`src/rtl/rr_capture_arbiter_pkg.sv`:
```
// Shared types and width helpers for the round-robin capture arbiter.
package rr_capture_pkg;

  typedef enum logic {IDLE = 1'b0, BUSY = 1'b1} state_t;

  localparam int DEF_N_REQ    = 4;
  localparam int DEF_HOLD_MAX = 3;

  function automatic int idx_w(input int n);
    return ($clog2(n) < 1) ? 1 : $clog2(n);
  endfunction

  // Beat counter must represent HOLD_MAX itself.
  function automatic int beat_w(input int hold_max);
    return ($clog2(hold_max + 1) < 1) ? 1 : $clog2(hold_max + 1);
  endfunction

endpackage

```
`src/rtl/rr_capture_arbiter_if.sv`:
```
// Requester-side bundle of the capture arbiter; master = requesters, slave = arbiter.
// Handshake: req[i] is a level request; gnt[i] (registered) means beat i is captured
// at the next edge whenever req[i] is still high on that edge.
interface rr_capture_arbiter_if
  import rr_capture_pkg::*;
#(
  parameter int N_REQ = DEF_N_REQ
) ();
  localparam int W = idx_w(N_REQ);

  logic [N_REQ-1:0] req;
  logic [N_REQ-1:0] data;
  logic [N_REQ-1:0] lock;
  logic [N_REQ-1:0] gnt;
  logic [W-1:0]     owner;
  logic             O;
  logic             O_valid;
  state_t           state;

  modport master (output req, data, lock, input gnt, owner, O, O_valid, state);
  modport slave  (input req, data, lock, output gnt, owner, O, O_valid, state);
endinterface

```
`src/rtl/rr_capture_arbiter_pick.sv`:
```
// Combinational rotating-priority picker: first set req bit scanning from ptr upward, wrapping.
module rr_pick
  import rr_capture_pkg::*;
#(
  parameter int N_REQ = DEF_N_REQ,
  localparam int W = idx_w(N_REQ)
) (
  input  logic [N_REQ-1:0] req,
  input  logic [W-1:0]     ptr,
  output logic             found,
  output logic [W-1:0]     idx
);
  logic [W:0]   sum;
  logic [W-1:0] cand;

  // Scan from farthest to nearest so the nearest hit is the last one written.
  always_comb begin
    found = 1'b0;
    idx   = '0;
    sum   = '0;
    cand  = '0;
    for (int i = N_REQ - 1; i >= 0; i--) begin
      sum = {1'b0, ptr} + (W+1)'(i);
      if (sum >= (W+1)'(N_REQ)) sum = sum - (W+1)'(N_REQ);
      cand = sum[W-1:0];
      if (req[cand]) begin
        found = 1'b1;
        idx   = cand;
      end
    end
  end
endmodule

```
`src/rtl/rr_capture_arbiter.sv`:
```
// Round-robin arbiter sharing one registered capture flop among N_REQ requesters,
// with lock-based holds bounded to HOLD_MAX beats per ownership.
module rr_capture_arbiter
  import rr_capture_pkg::*;
#(
  parameter int N_REQ    = DEF_N_REQ,
  parameter int HOLD_MAX = DEF_HOLD_MAX
) (
  input logic               CLK,
  input logic               ASYNCRESETN,
  rr_capture_arbiter_if.slave bus
);
  localparam int W  = idx_w(N_REQ);
  localparam int BW = beat_w(HOLD_MAX);
  localparam int CW = idx_w(N_REQ) + 2;

  state_t         state_q, state_d;
  logic [W-1:0]   owner_q, owner_d, ptr_q, ptr_d;
  logic [W-1:0]   rel_ptr, pick_ptr, pick_idx;
  logic [BW-1:0]  beats_q, beats_d;
  logic           pick_found, own_req, hold;
  logic           o_q, o_valid_q;

  assign own_req  = bus.req[owner_q];
  assign rel_ptr  = (owner_q == W'(N_REQ - 1)) ? '0 : owner_q + 1'b1;
  // In BUSY the picker always evaluates the release case; it is ignored on a hold.
  assign pick_ptr = (state_q == BUSY) ? rel_ptr : ptr_q;
  assign hold     = (state_q == BUSY) && own_req && bus.lock[owner_q]
                    && (beats_q < BW'(HOLD_MAX));

  rr_pick #(.N_REQ(N_REQ)) u_pick (
    .req   (bus.req),
    .ptr   (pick_ptr),
    .found (pick_found),
    .idx   (pick_idx)
  );

  always_ff @(posedge CLK or negedge ASYNCRESETN) begin
    if (!ASYNCRESETN) begin
      state_q <= IDLE;
      owner_q <= '0;
      ptr_q   <= '0;
      beats_q <= '0;
    end else begin
      state_q <= state_d;
      owner_q <= owner_d;
      ptr_q   <= ptr_d;
      beats_q <= beats_d;
    end
  end

  always_comb begin
    state_d = state_q;
    owner_d = owner_q;
    ptr_d   = ptr_q;
    beats_d = beats_q;
    case (state_q)
      IDLE: begin
        if (pick_found) begin
          state_d = BUSY;
          owner_d = pick_idx;
          beats_d = BW'(1);
        end
      end
      BUSY: begin
        if (hold) begin
          beats_d = beats_q + 1'b1;
        end else begin
          ptr_d = rel_ptr;
          if (pick_found) begin
            owner_d = pick_idx;
            beats_d = BW'(1);
          end else begin
            state_d = IDLE;
            beats_d = '0;
          end
        end
      end
      default: state_d = IDLE;
    endcase
  end

  always_ff @(posedge CLK or negedge ASYNCRESETN) begin
    if (!ASYNCRESETN) begin
      o_q       <= 1'b0;
      o_valid_q <= 1'b0;
    end else if (state_q == BUSY && own_req) begin
      o_q       <= bus.data[owner_q];
      o_valid_q <= 1'b1;
    end else begin
      o_valid_q <= 1'b0;
    end
  end

  always_comb begin
    bus.gnt = '0;
    if (state_q == BUSY) bus.gnt[owner_q] = 1'b1;
    bus.owner   = owner_q;
    bus.O       = o_q;
    bus.O_valid = o_valid_q;
    bus.state   = state_q;
  end

  // Per-requester wait age while locks are all low; feeds the starvation check.
  logic [CW-1:0] wait_cnt [N_REQ];
  always_ff @(posedge CLK or negedge ASYNCRESETN) begin
    if (!ASYNCRESETN) begin
      for (int i = 0; i < N_REQ; i++) wait_cnt[i] <= '0;
    end else begin
      for (int i = 0; i < N_REQ; i++) begin
        if (!bus.req[i] || bus.gnt[i] || (|bus.lock)) wait_cnt[i] <= '0;
        else if (wait_cnt[i] != '1)                  wait_cnt[i] <= wait_cnt[i] + 1'b1;
      end
    end
  end

  a_gnt_onehot: assert property (@(posedge CLK) disable iff (!ASYNCRESETN)
    $onehot0(bus.gnt));

  a_capture: assert property (@(posedge CLK) disable iff (!ASYNCRESETN)
    (|(bus.gnt & bus.req)) |-> ##1 bus.O_valid);

  a_hold_limit: assert property (@(posedge CLK) disable iff (!ASYNCRESETN)
    (state_q == BUSY) |-> (beats_q != '0 && beats_q <= BW'(HOLD_MAX)));

  for (genvar g = 0; g < N_REQ; g++) begin : g_fair
    a_no_starve: assert property (@(posedge CLK) disable iff (!ASYNCRESETN)
      wait_cnt[g] <= CW'(N_REQ));
  end
endmodule

```
`src/flat_wrapper.sv`:
```
// flat-port wrapper written by rule: the top's interface ports become plain ports
module rr_capture_arbiter_flat import rr_capture_pkg::*;
#(
  parameter int N_REQ    = DEF_N_REQ,
  parameter int HOLD_MAX = DEF_HOLD_MAX
)
  (CLK, ASYNCRESETN, bus_req, bus_data, bus_lock, bus_gnt, bus_owner, bus_O, bus_O_valid, bus_state);
  rr_capture_arbiter_if #(.N_REQ(N_REQ)) bus_i ();
  input logic CLK;
  input logic ASYNCRESETN;
  input wire logic [$bits(bus_i.req)-1:0] bus_req;
  input wire logic [$bits(bus_i.data)-1:0] bus_data;
  input wire logic [$bits(bus_i.lock)-1:0] bus_lock;
  output wire logic [$bits(bus_i.gnt)-1:0] bus_gnt;
  output wire logic [$bits(bus_i.owner)-1:0] bus_owner;
  output wire logic [$bits(bus_i.O)-1:0] bus_O;
  output wire logic [$bits(bus_i.O_valid)-1:0] bus_O_valid;
  output wire logic [$bits(bus_i.state)-1:0] bus_state;
  assign bus_i.req = bus_req;
  assign bus_i.data = bus_data;
  assign bus_i.lock = bus_lock;
  assign bus_gnt = bus_i.gnt;
  assign bus_owner = bus_i.owner;
  assign bus_O = bus_i.O;
  assign bus_O_valid = bus_i.O_valid;
  assign bus_state = bus_i.state;
  rr_capture_arbiter #(.N_REQ(N_REQ), .HOLD_MAX(HOLD_MAX)) u_core (.CLK(CLK), .ASYNCRESETN(ASYNCRESETN), .bus(bus_i));
endmodule
```
`config.mk`:
```
export PLATFORM = sky130hd
export DESIGN_NAME = rr_capture_arbiter_flat
export DESIGN_NICKNAME = d
export VERILOG_FILES = /design/src/rtl/rr_capture_arbiter_pkg.sv /design/src/rtl/rr_capture_arbiter_if.sv /design/src/rtl/rr_capture_arbiter_pick.sv /design/src/rtl/rr_capture_arbiter.sv /design/src/flat_wrapper.sv
export SDC_FILE = /design/constraint.sdc
export NUM_CORES = 1
export LEC_CHECK = 0
export ABC_AREA = 1
export CAP_MARGIN = 20
export CORE_ASPECT_RATIO = 0.8
export CORE_MARGIN = 10
export CORE_UTILIZATION = 43
export CTS_BUF_LIST = sky130_fd_sc_hd__clkbuf_16
export CTS_CLUSTER_DIAMETER = 80
export DETAILED_ROUTE_END_ITERATION = 12
export MAX_ROUTING_LAYER = met4
export PLACE_DENSITY_LB_ADDON = 0.3
export SYNTH_ARGS = -nofsm -noshare
export SYNTH_HDL_FRONTEND = slang
export SYNTH_SLANG_ARGS = --single-unit
export TNS_END_PERCENT = 5
```
`constraint.sdc`:
```
create_clock -name CLK -period 1.9 [get_ports CLK]
set_clock_uncertainty 0.15 [all_clocks]
set_input_delay 0.38 -clock CLK [delete_from_list [all_inputs] [get_ports CLK]]
set_output_delay 0.38 -clock CLK [all_outputs]
set_load 0.005 [all_outputs]
```
# After elaboration in Yosys (flattened, before gate mapping)
# Cells that the tools add are included.
# totals
elab_cells	78
output_inout_bits	9
register_bits	9
inputBits	14
# classes
n_lt_le_gt_ge	11
mux	42
bitwise	2
eq_ne	3
addsub	9
n_reduce_logical	5
# op_table
cell	n
$mux 2	14
$mux 1	16
$lt 2x3->1 const B	5
$bmux 1 s2	7
$ge 3x3->1 const B	3
$pmux 2 s2	2
$sub 2x1->2 const B	4
$add 2x2->3 const B	2
$add 2x1->2 const B	2
$logic_and 1x1->1	4
$mux 4	1
$add 2x1->3 const B	1
$ge 2x3->1 const B	1
$demux 1 s2	1
$eq 2x2->1 const B	1
$ge 2x1->1 const B	1
$lt 2x2->1 const B	1
$ne 2x1->1 const B	1
$ne 2x2->1 const B	1
$not 1->1	2
$pmux 1 s2	1
$reduce_and 2->1	1

# Longest topological paths before layout
# logic_depth
ltp_word	15
ltp_mapped	16
ltp_nobuf	15

# Cells and area by module
# From an unflattened synthesis, not the netlist that was laid out.
# hier_totals
cells_unflattened	134
hier_area_um2	868.3
# by_module_without_submodules
mod	seq_area_each_um2	cells_per_inst	area_per_inst_um2	instances
rr_capture_arbiter	225.2	88	655.6	1
rr_pick	0.0	46	212.7	1

# Worst setup path before layout
# OpenSTA, ideal clock, no wires.
# synth_timing
path_type	register -> register
startpoint	reg u_core.owner_q[0] (netlist: u_core.bus.owner[0])
endpoint	reg u_core.owner_q[1] (netlist: u_core.bus.owner[1])
setup_ns	0.119
synth_period_minus_slack_ns	1.957
t_required_ns	1.631
path_buffers	1
setup_slack_ns	-0.057
arrival_time_ns	1.687
stages_incl_launch_ff	16
cell_sequence	dfrtp_1 > buf_6 > inv_4 > ha_1 > inv_1 > nand2_1 > nand2_2 > nand3_1 > nand2_1 > nand2_1 > nand2_2 > inv_2 > nand3_4 > nand2_4 > nand2_1 > o21ai_2
# synth_via
elab_chain_len	15
elab_cells_between_ends	46
classes_between	8 x add/sub; 4 x order compare; 2 x eq/ne; 29 x mux; 3 x reduce/logical
# synth_lines
element	line	text
from (decl)	rr_capture_arbiter.sv:18	logic [W-1:0] owner_q, owner_d, ptr_q, ptr_d;
from (signal assigned)	rr_capture_arbiter.sv:46	owner_q <= owner_d;
$add 2x1->2 or $eq 2x2->1 (tied branches)	rr_capture_arbiter.sv:25	assign rel_ptr = (owner_q == W'(N_REQ - 1)) ? '0 : owner_q + 1'b1;
$mux 2 (*)	rr_capture_arbiter.sv:25	
net u_core.rel_ptr[1]	rr_capture_arbiter.sv:19	logic [W-1:0] rel_ptr, pick_ptr, pick_idx;
$mux 2 (*)	rr_capture_arbiter.sv:27	assign pick_ptr = (state_q == BUSY) ? rel_ptr : ptr_q;
$add 2x2->3	rr_capture_arbiter_pick.sv:23	sum = {1'b0, ptr} + (W+1)'(i);
$ge 3x3->1 or $sub 2x1->2 (tied branches)	rr_capture_arbiter_pick.sv:24	if (sum >= (W+1)'(N_REQ)) sum = sum - (W+1)'(N_REQ);
$mux 2	rr_capture_arbiter_pick.sv:24	
$bmux 1 s2	rr_capture_arbiter_pick.sv:26	if (req[cand]) begin
$mux 1 (implied by the code)	rr_capture_arbiter_pick.sv:26	
$mux 2 or $mux 1 (tied branches) (4 in a row)	rr_capture_arbiter_pick.sv:26	
$mux 2 (*)	rr_capture_arbiter.sv:59, rr_capture_arbiter.sv:70	
$mux 2	rr_capture_arbiter.sv:66	if (hold) begin
$pmux 2 s2 (*)	rr_capture_arbiter.sv:57	case (state_q)
# Mark *: on every way through the listed nets, which the timed path passes. The rest lies on a longest branch. The select of a mux whose other input is x is not followed.
# A chain may end at the register's enable or synchronous reset.

# Final worst setup path
# layout_timing
startpoint	reg u_core.owner_q[1] (netlist: u_core.bus.owner[1])
endpoint	reg u_core.owner_q[1] (netlist: u_core.bus.owner[1])
# layout_via
elab_chain_len	15
elab_cells_between_ends	46
classes_between	8 x add/sub; 4 x order compare; 2 x eq/ne; 29 x mux; 3 x reduce/logical
# layout_lines
element	line
$add 2x1->2 or $eq 2x2->1 (tied branches)	rr_capture_arbiter.sv:25
$mux 2	rr_capture_arbiter.sv:25
$mux 2	rr_capture_arbiter.sv:27
$add 2x2->3	rr_capture_arbiter_pick.sv:23
$ge 3x3->1 or $sub 2x1->2 (tied branches)	rr_capture_arbiter_pick.sv:24
$mux 2	rr_capture_arbiter_pick.sv:24
$bmux 1 s2	rr_capture_arbiter_pick.sv:26
$mux 1 (implied by the code)	rr_capture_arbiter_pick.sv:26
$mux 2 or $mux 1 (tied branches) (4 in a row)	rr_capture_arbiter_pick.sv:26
$mux 2	rr_capture_arbiter.sv:59, rr_capture_arbiter.sv:70
$mux 2	rr_capture_arbiter.sv:66
$pmux 2 s2	rr_capture_arbiter.sv:57
# Parallel ways exist; a longest one is shown, timed or not. The select of a mux whose other input is x is not followed.

==> reports/qor.csv <==
metric;value;unit
design.core.area;0.00194;sq mm
r2r_end;u_core.bus.owner[1];
grt_pass1_wl;4560;um
hold_viol;0;
p_switching;1.48;mW
arrival;1930;ps
synth-seq-cells;9;
hold_path_class;input port to async pin;
via_count;1034;
p_leak;0.765;nW
grt_overflow_total;0;
routedWlPerCell;13.7;um
p_seq_share;12.5;%
ant_nets;0;
place_congestion;0.811;
clkPwrFrac;11.9;%
slowest_delay;450;ps
layout_min_cycle_time;1970;ps
worstSetupPathType;register to register;
grt_max_degree;11;
pwr-share-comb;75.7;%
wl;2850;um
max_slew_margin;73.6;%
p_per_area;2180;mW/mm^2
tightestPinTransition;395;ps
worst_slack;-67.0;ps
cts_root_buf;clkbuf_16;
cp-start-kind;register;
antenna_cells;0;
whs;291;ps
p_sw_share;48.5;%
cp_num_buf_inv;1;
die-width;71.5;um
grt_pass1_vias;1019;
cp_slowest_cell;dfrtp_2;
rrSetupSlack;-70;ps
final_nets;203;
endpoint_kind;register;
cts.sinks;9;
rows;14;
clk_transition_reported_paths;40;ps
rsz0062_at_grt;true;
regArea;228;sq um
via_per_inst;5.00;
n_fill_cell;146;
synthDistinctLibCells;23;
initial_core_util;47.0;%
io_buffers;22;
synth_seq_area_share;24.7;%
cts_tree;built;
final_util;72.0;%
status;complete, but fails checks;
multi_input_area;632;sq um
clk_latency;230;ps
ir_drop;1.30;mV
critical_path_required;1870;ps
final_common_cell;nand2_1;
place_inst;202;
post-route-drc-count;0;
pre_cts_ws;-121;ps
numCtsBuffers;3;
ys_warn_count;0;
syn_nets;160;
period_share;104;%
cts_buffer_depth;2;
slew_violations;0;
grt_antenna_before_repair;0;
finalSetupViolations;3;
crit_chain;ha_4 -> nor2_2 -> nand2_4 -> nand2_4 -> nand2_1 -> nand2_1 -> nand2_2 -> nand2_2 -> inv_2 -> nand3_4 -> nand2_4 -> nand2_1 -> o21ai_2;
syn_inst;141;
cp_max_fo;8;
p_int;1.57;mW
place_hpwl;2250;um
reg2reg_from;u_core.bus.owner[1];
cts_hold_buffers;0;
syn_area;913;sq um
final_cell_mix;nand2_1, clkdlybuf4s50_1, buf_4, inv_1, nand3_1;
crit_family;simple AND/OR/NAND/NOR gates;
instances_no_fill;207;
syn_to_final_growth;53.3;%
violations;negative setup slack;
ff2ff_path_depth;13;
fp.dieH;61.2;um
io_pins;23;
syn_area_per_cell;6.48;sq um
h-tree-depth;1;
drtPass1Iterations;4;
drtIter0Drc;149;
die-area;0.00438;sq mm
fmax;508;MHz
grt_use_total;13.1;%
drive_gt1_share;28.4;%
drv_cap;0;
## state kept, by name, indices dropped and copies added, names as in the netlist
register            cells
u_core.beats_q          2
u_core.ptr_q            2
u_core.bus.O            1
u_core.bus.O_valid      1
u_core.bus.state        1
u_core.bus.owner        2
## power groups by stage
stage	clock network, mW	logic (mW)	registers (mW)
floorplan	0	1.42	0.368
global placement	0	2.14	0.356
detailed placement	0	2.22	0.365
CTS	0.367	2.23	0.365
global route	0.377	2.57	0.392
finish	0.362	2.31	0.380
## cell type report
type,count,share of cell area (%)
inverters,19,5.27
flip-flops and latches,9,16.3
clock buffers,3,5.36
repair buffers,40,25.6
clock inverters,1,0.268
multi-input cells,111,45.1
well taps,24,2.14
## logic make-up after synthesis
| logic type | count (synthesis) | synth area share, % |
|---|---|---|
| adder cells (fa/ha/maj) | 5 | 6.85 |
| buffers and inverters | 21 | 10.5 |
| AO/OA/AOI/OAI | 17 | 11.2 |
| flip-flops | 9 | 24.7 |
| AND/OR/NAND/NOR | 89 | 46.7 |
## through the flow
step | TNS (ps) | total power [mW] | area (sq um)
2_1_floorplan | -6.21 | 1.79 | 926
3_3_place_gp | -180 | 2.49 | 1280
3_5_place_dp | -469 | 2.58 | 1280
4_1_cts | -601 | 2.96 | 1360
5_1_grt | -742 | 3.34 | 1400
6_report | -168 | 3.05 | 1400
## cell usage after synthesis (all sizes together)
cell,instances,area (sq um)
nand2,58,263
nand3,16,103
inv,19,73.8
o211ai,1,7.51
a21oi,5,32.5
a31oi,1,6.26
nor2,14,55.1
or2,1,6.26
o31ai,1,7.51
o21ai,9,48.8
ha,5,62.6
buf,2,22.5
dfrtp,9,225
## routing by layer
metal | vias up | share of wire (%) | GRT usage [%]
li1 | 531 | - | -
met5 | - | 0 | -
met4 | 0 | 1.3 | 3.58
met3 | 5 | 8.7 | 4.34
met2 | 35 | 48 | 22.7
met1 | 463 | 42 | 14.3
## what timing repair did
item                       in CTS  in global routing
resized for setup               5                  9
pin swaps                       0                  3
buffers inserted                0                  1
gates cloned                    0                  0
setup endpoints to repair       9                  9
## worst max path at each step
| stage | cells past startpoint | to | startpoint |
|---|---|---|---|
| floorplan | 16 | u_core.bus.owner[0] | u_core.bus.owner[0] |
| global placement | 10 | u_core.bus.owner[0] | bus_req[1] |
| detailed placement | 13 | u_core.bus.owner[0] | u_core.bus.owner[0] |
| CTS | 5 | bus_gnt[2] | u_core.bus.owner[1] |
| global route | 14 | u_core.bus.owner[1] | u_core.bus.owner[1] |
| finish | 13 | u_core.bus.owner[1] | u_core.bus.owner[1] |
No activity file was read; power rests on OpenSTA's default activity.
